### config.mk
export PLATFORM = sky130hd
export DESIGN_NAME = cardinal_nic_flat
export DESIGN_NICKNAME = d
export VERILOG_FILES = /design/src/rtl/cardinal_nic_if.sv /design/src/rtl/cardinal_nic.sv /design/src/flat_wrapper.sv
export SDC_FILE = /design/constraint.sdc
export NUM_CORES = 1
export LEC_CHECK = 0
export ABC_AREA = 1
export BUFFER_PORTS_ARGS = -buffer_cell sky130_fd_sc_hd__buf_2
export CAP_MARGIN = 20
export CELL_PAD_IN_SITES_DETAIL_PLACEMENT = 1
export CELL_PAD_IN_SITES_GLOBAL_PLACEMENT = 2
export CORE_ASPECT_RATIO = 1.25
export CORE_UTILIZATION = 25
export CTS_CLUSTER_SIZE = 10
export DETAILED_ROUTE_END_ITERATION = 10
export PLACE_DENSITY = 0.75
export SETUP_SLACK_MARGIN = 0.5
export SLEW_MARGIN = 40
export SYNTH_ARGS = -nofsm -noshare
export SYNTH_HDL_FRONTEND = slang
export SYNTH_SLANG_ARGS = --single-unit
### constraint.sdc
create_clock -name clk -period 1.1 [get_ports clk]
set_input_delay 0.165 -clock clk [delete_from_list [all_inputs] [get_ports clk]]
set_output_delay 0.165 -clock clk [all_outputs]
set_load 0.005 [all_outputs]
### src/rtl/cardinal_nic_if.sv
// Processor-side register bus and router-side link signals of one cardinal_nic.
// slave is the NIC's view; master is the view of the processor/router environment.
interface cardinal_nic_if #(
    parameter int DATA_WIDTH = 64
);
    logic [1:0]            addr;
    logic [0:DATA_WIDTH-1] d_in;
    logic [0:DATA_WIDTH-1] d_out;
    logic                  nicEn;
    logic                  nicWrEn;

    logic                  net_si;
    logic                  net_ri;
    logic [0:DATA_WIDTH-1] net_di;
    logic                  net_so;
    logic                  net_ro;
    logic [0:DATA_WIDTH-1] net_do;
    logic                  net_polarity;

    modport slave (
        input  addr, d_in, nicEn, nicWrEn,
        input  net_si, net_di, net_ro, net_polarity,
        output d_out, net_ri, net_so, net_do
    );

    modport master (
        output addr, d_in, nicEn, nicWrEn,
        output net_si, net_di, net_ro, net_polarity,
        input  d_out, net_ri, net_so, net_do
    );
endinterface

### src/rtl/cardinal_nic.sv
// Network interface card: one-packet output buffer toward the mesh router and
// one-packet input buffer from it, exposed to the processor as four registers.
module cardinal_nic #(
    parameter int DATA_WIDTH = 64
) (
    input  logic                clk,
    input  logic                reset,
    cardinal_nic_if.slave       nic
);
    localparam logic [1:0] ADDR_IN_DATA    = 2'b00;
    localparam logic [1:0] ADDR_IN_STATUS  = 2'b01;
    localparam logic [1:0] ADDR_OUT_DATA   = 2'b10;
    localparam logic [1:0] ADDR_OUT_STATUS = 2'b11;

    logic [0:DATA_WIDTH-1] in_buf;
    logic [0:DATA_WIDTH-1] out_buf;
    logic                  in_full;
    logic                  out_full;
    logic                  net_so_q;
    logic [0:DATA_WIDTH-1] net_do_q;

    logic rd_access;
    logic wr_access;
    logic in_consume;
    logic out_accept;
    logic inject;
    logic eject;

    assign rd_access  = nic.nicEn & ~nic.nicWrEn;
    assign wr_access  = nic.nicEn &  nic.nicWrEn;
    assign in_consume = rd_access & (nic.addr == ADDR_IN_DATA) & in_full;
    assign out_accept = wr_access & (nic.addr == ADDR_OUT_DATA) & ~out_full;

    // A buffered packet leaves only when the router's even/odd phase matches its VC bit.
    assign inject = out_full & nic.net_ro & (nic.net_polarity == out_buf[0]);
    assign eject  = nic.net_si & ~in_full;

    assign nic.net_ri = ~in_full;
    assign nic.net_so = net_so_q;
    assign nic.net_do = net_do_q;

    always_comb begin
        nic.d_out = '0;
        if (rd_access) begin
            case (nic.addr)
                ADDR_IN_DATA:    nic.d_out = in_buf;
                ADDR_IN_STATUS:  nic.d_out = {{(DATA_WIDTH-1){1'b0}}, in_full};
                ADDR_OUT_DATA:   nic.d_out = out_buf;
                ADDR_OUT_STATUS: nic.d_out = {{(DATA_WIDTH-1){1'b0}}, out_full};
                default:         nic.d_out = '0;
            endcase
        end
    end

    // Input channel: arrival and processor consumption never coincide, since
    // the router is held off (net_ri=0) for as long as the buffer is full.
    always_ff @(posedge clk) begin
        if (reset) begin
            in_buf  <= '0;
            in_full <= 1'b0;
        end else if (eject) begin
            in_buf  <= nic.net_di;
            in_full <= 1'b1;
        end else if (in_consume) begin
            in_full <= 1'b0;
        end
    end

    // Output channel: a write is only taken while empty, so it cannot collide with an inject.
    always_ff @(posedge clk) begin
        if (reset) begin
            out_buf  <= '0;
            out_full <= 1'b0;
            net_so_q <= 1'b0;
            net_do_q <= '0;
        end else begin
            net_so_q <= inject;
            if (inject) begin
                net_do_q <= out_buf;
                out_full <= 1'b0;
            end else if (out_accept) begin
                out_buf  <= nic.d_in;
                out_full <= 1'b1;
            end
        end
    end
endmodule
### src/flat_wrapper.sv
// flat-port wrapper written by rule: the top's interface ports become plain ports
module cardinal_nic_flat 
#(
    parameter int DATA_WIDTH = 64
)
  (clk, reset, nic_addr, nic_d_in, nic_nicEn, nic_nicWrEn, nic_net_si, nic_net_di, nic_net_ro, nic_net_polarity, nic_d_out, nic_net_ri, nic_net_so, nic_net_do);
  cardinal_nic_if #(.DATA_WIDTH(DATA_WIDTH)) nic_i ();
  input  logic clk;
  input  logic reset;
  input wire logic [$bits(nic_i.addr)-1:0] nic_addr;
  input wire logic [$bits(nic_i.d_in)-1:0] nic_d_in;
  input wire logic [$bits(nic_i.nicEn)-1:0] nic_nicEn;
  input wire logic [$bits(nic_i.nicWrEn)-1:0] nic_nicWrEn;
  input wire logic [$bits(nic_i.net_si)-1:0] nic_net_si;
  input wire logic [$bits(nic_i.net_di)-1:0] nic_net_di;
  input wire logic [$bits(nic_i.net_ro)-1:0] nic_net_ro;
  input wire logic [$bits(nic_i.net_polarity)-1:0] nic_net_polarity;
  output wire logic [$bits(nic_i.d_out)-1:0] nic_d_out;
  output wire logic [$bits(nic_i.net_ri)-1:0] nic_net_ri;
  output wire logic [$bits(nic_i.net_so)-1:0] nic_net_so;
  output wire logic [$bits(nic_i.net_do)-1:0] nic_net_do;
  assign nic_i.addr = nic_addr;
  assign nic_i.d_in = nic_d_in;
  assign nic_i.nicEn = nic_nicEn;
  assign nic_i.nicWrEn = nic_nicWrEn;
  assign nic_i.net_si = nic_net_si;
  assign nic_i.net_di = nic_net_di;
  assign nic_i.net_ro = nic_net_ro;
  assign nic_i.net_polarity = nic_net_polarity;
  assign nic_d_out = nic_i.d_out;
  assign nic_net_ri = nic_i.net_ri;
  assign nic_net_so = nic_i.net_so;
  assign nic_net_do = nic_i.net_do;
  cardinal_nic #(.DATA_WIDTH(DATA_WIDTH)) u_core (.clk(clk), .reset(reset), .nic(nic_i));
endmodule
==> flow_metrics.tcl <==
set metrics [dict create \
    path_clk_slew_ns 0.09 \
    finalCriticalPeriod_ns 1.52 \
    pre_cts_slack_ns -0.331 \
    grt_max_degree 48 \
    final_cell_mix "buf_2, nand2_1, nand3_2" \
    ys_seq_elements 195 \
    coreArea_sq_um 33600 \
    wl_per_cell_microns 23.0 \
    max_slew_margin_pct 80.3 \
    dieArea_sq_um 34800 \
    wirelength_mm 46.8 \
    r2r_slack_ns -0.42 \
    slowest_stage "dfxtp_4" \
    grt_pass1_wl_mm 67.2 \
    tightestPinTransition_ns 0.296 \
    cp-startpoint "u_core.out_full$_SDFFE_PP0P_" \
    ant_nets 0 \
    avgSynthCellArea_sq_um 7.26 \
    antenna_found_initial 4 \
    dp_cells 1811 \
    vias 10400 \
    syn_nets 1310 \
    ys_seq_area_share_pct 45.8 \
    synth_top_family_by_area "simple AND/OR/NAND/NOR gates" \
    synth.area.mux_share_pct 0 \
    fp-row-count 75 \
    multiInputGateArea_sq_um 5810 \
    report.final.setup_viol 260 \
    port_buffers 266 \
    tns_ns -72.50 \
    cts.sinks 195 \
    p_per_area_nw_per_um2 1060 \
    fin_hold_ws_ns -0.0616 \
    hpwl_mm 23.0 \
    yosys.area_share.simple_pct 39.4 \
    hold_viol_final 58 \
    fmax_mhz 658 \
    cap_violations 0 \
    yosysWarnings 0 \
    syn_inst 1173 \
    outcome "finished with violations" \
    cp_data_required_time_ns 1.46 \
    crit_chain "buf_4, buf_6, nor2_4, buf_6, buf_16, buf_12, buf_16, a21oi_2, nor2_1" \
    finalCritPeriodShare_pct 138 \
    fin_cells 2033 \
    root_buffer "clkbuf_16" \
    arrival_ns 1.88 \
    whs_endpoint "u_core.in_buf[0]$_SDFFE_PP0P_" \
    ios 267 \
    synth_area_leaders "dfxtp_1, nand3_1, nor2_1" \
    postLayoutCoreUtil_pct 49.8 \
    drive_gt1_share_pct 62.0 \
    r2r_cells 9 \
    gp_congestion 0.762 \
    violations "negative hold slack, negative setup slack" \
    cts_buffers 17 \
    min_path_type "input port to flop" \
    rsz0062_at_grt "yes" \
    syn_area_sq_um 8520 \
    route.detailed.drc 0 \
    grt_usage_pct 25.9 \
    overflow 0 \
    drtPass1Iterations 5 \
    hold_depth 3 \
    r2r-start "u_core.out_full$_SDFFE_PP0P_" \
    ir_drop_uv 744 \
    worstHoldStart "nic_net_di[63]" \
    synthAdderAreaFrac_pct 0 \
    nNetsFinal 1731 \
    fin_skew_ns 0.0155 \
    place_area_sq_um 11100 \
    layout_commonest_cell "buf_2" \
    grt_pass1_vias 10800 \
    slew_viol_final 0 \
    finalPower_mw 17.8 \
    die_h_microns 208 \
    synth.distinct_cells 19 \
    r2r_end "u_core.out_buf[11]$_SDFFE_PP0P_" \
    synth-compound-area-share_pct 8.01 \
    fill_cells 3749 \
    crit_buf_inv 6 \
    startpoint_type "flop" \
    synth_xor_area_share_pct 0 \
    register_area_sq_um 4040 \
    cp_slowest_stage_delay_ns 0.35 \
    clockBufferDepth 2 \
    design_area_sq_um 16700 \
    crit_path_end_kind "flop" \
    viasPerCell 5.12 \
    cts.hold.buffers_added 1 \
    cp_top_family "buffers and inverters" \
    fin_ws_ns -0.421 \
    cp_max_fo 5 \
    h-tree-depth 4 \
    critPathKind "flop to flop" \
    start_util_pct 25.4 \
    fp.dieW_microns 167 \
    cts_tree "yes" \
    yosys.area.top_type_share_pct 45.8 \
    drt_iter0_drc 529 \
    clk_latency_ns 0.46 \
    syn2layout_area_growth_pct 96.2 \
    yosys.area.top_type "dfxtp_1" \
    leakagePower_nw 7.37 \
]
-- cell type report --
type | instances | share of cell area [%]
multi-input cells | 853 | 34.7
repair buffers | 517 | 34.1
flip-flops and latches | 195 | 24.2
well taps | 423 | 3.17
clock buffers | 18 | 2.57
clock inverters | 14 | 0.838
inverters | 10 | 0.404
diodes | 3 | 0.0449
-- report_power, final --
group	total (mW)	internal (mW)	switching [mW]
logic	3.84	1.90	1.94
clock network	6.29	3.03	3.26
registers	7.64	7.34	0.299
total	17.8	12.3	5.50
-- Yosys cell counts --
library cell and n:
buf_4 3, buf_1 20, inv_1 4, o21ai_0 33
nand3_1 191, inv_2 6, clkbuf_1 37, o21ai_1 33
dfxtp_1 195, a21oi_1 67, buf_6 5, nand2_1 198
nor2_1 200, a21oi_4 1, nand2_4 1, nand3b_1 64
buf_2 50, nand4_1 64, nand3_2 1
-- worst max-delay path by stage --
| stage | to | cells after the start |
|---|---|---|
| after floorplan | u_core.nic.net_do[1]$_SDFFE_PP0P_ | 7 |
| after global placement | u_core.out_buf[1]$_SDFFE_PP0P_ | 8 |
| after detailed placement | nic_d_out[1] | 7 |
| after CTS | nic_d_out[0] | 6 |
| after global routing | u_core.out_buf[22]$_SDFFE_PP0P_ | 9 |
| final | u_core.out_buf[11]$_SDFFE_PP0P_ | 9 |
-- worst reg2reg max path, cell delays in order, from the launching register on --
cell	delay [ns]
dfxtp_4	0.35
buf_4	0.13
buf_6	0.12
nor2_4	0.12
buf_6	0.13
buf_16	0.14
buf_12	0.12
buf_16	0.12
a21oi_2	0.06
nor2_1	0.16
-- sequential cells by signal (all words and copies together), names as in the netlist --
| signal | flops |
|---|---|
| u_core.out_full | 1 |
| u_core.in_full | 1 |
| u_core.nic.net_so | 1 |
| u_core.in_buf | 64 |
| u_core.out_buf | 64 |
| u_core.nic.net_do | 64 |
-- timing repair --
action,4_1_cts,5_1_grt
gates cloned,56,8
resized for setup,347,222
endpoints found under the setup margin,325,325
hold endpoints to repair,66,44
setup buffers,84,38
pin swaps,101,125
-- routing by layer --
metal / vias up / routed length, microns / track usage, %
met5: - / 0 / 0
met4: 0 / 1680 / 10.1
met3: 74 / 1750 / 3.88
met2: 292 / 24100 / 46.1
met1: 5200 / 19400 / 31.2
li1: 4838 / - / -
-- logic make-up (layout without fill, tap and decap cells) --
logic type	Yosys count	after routing
flops	195	195
buf+inv	125	559
simple gates	719	719
other cells	0	3
compound gates	134	134
(Power assumes the default switching activity.)
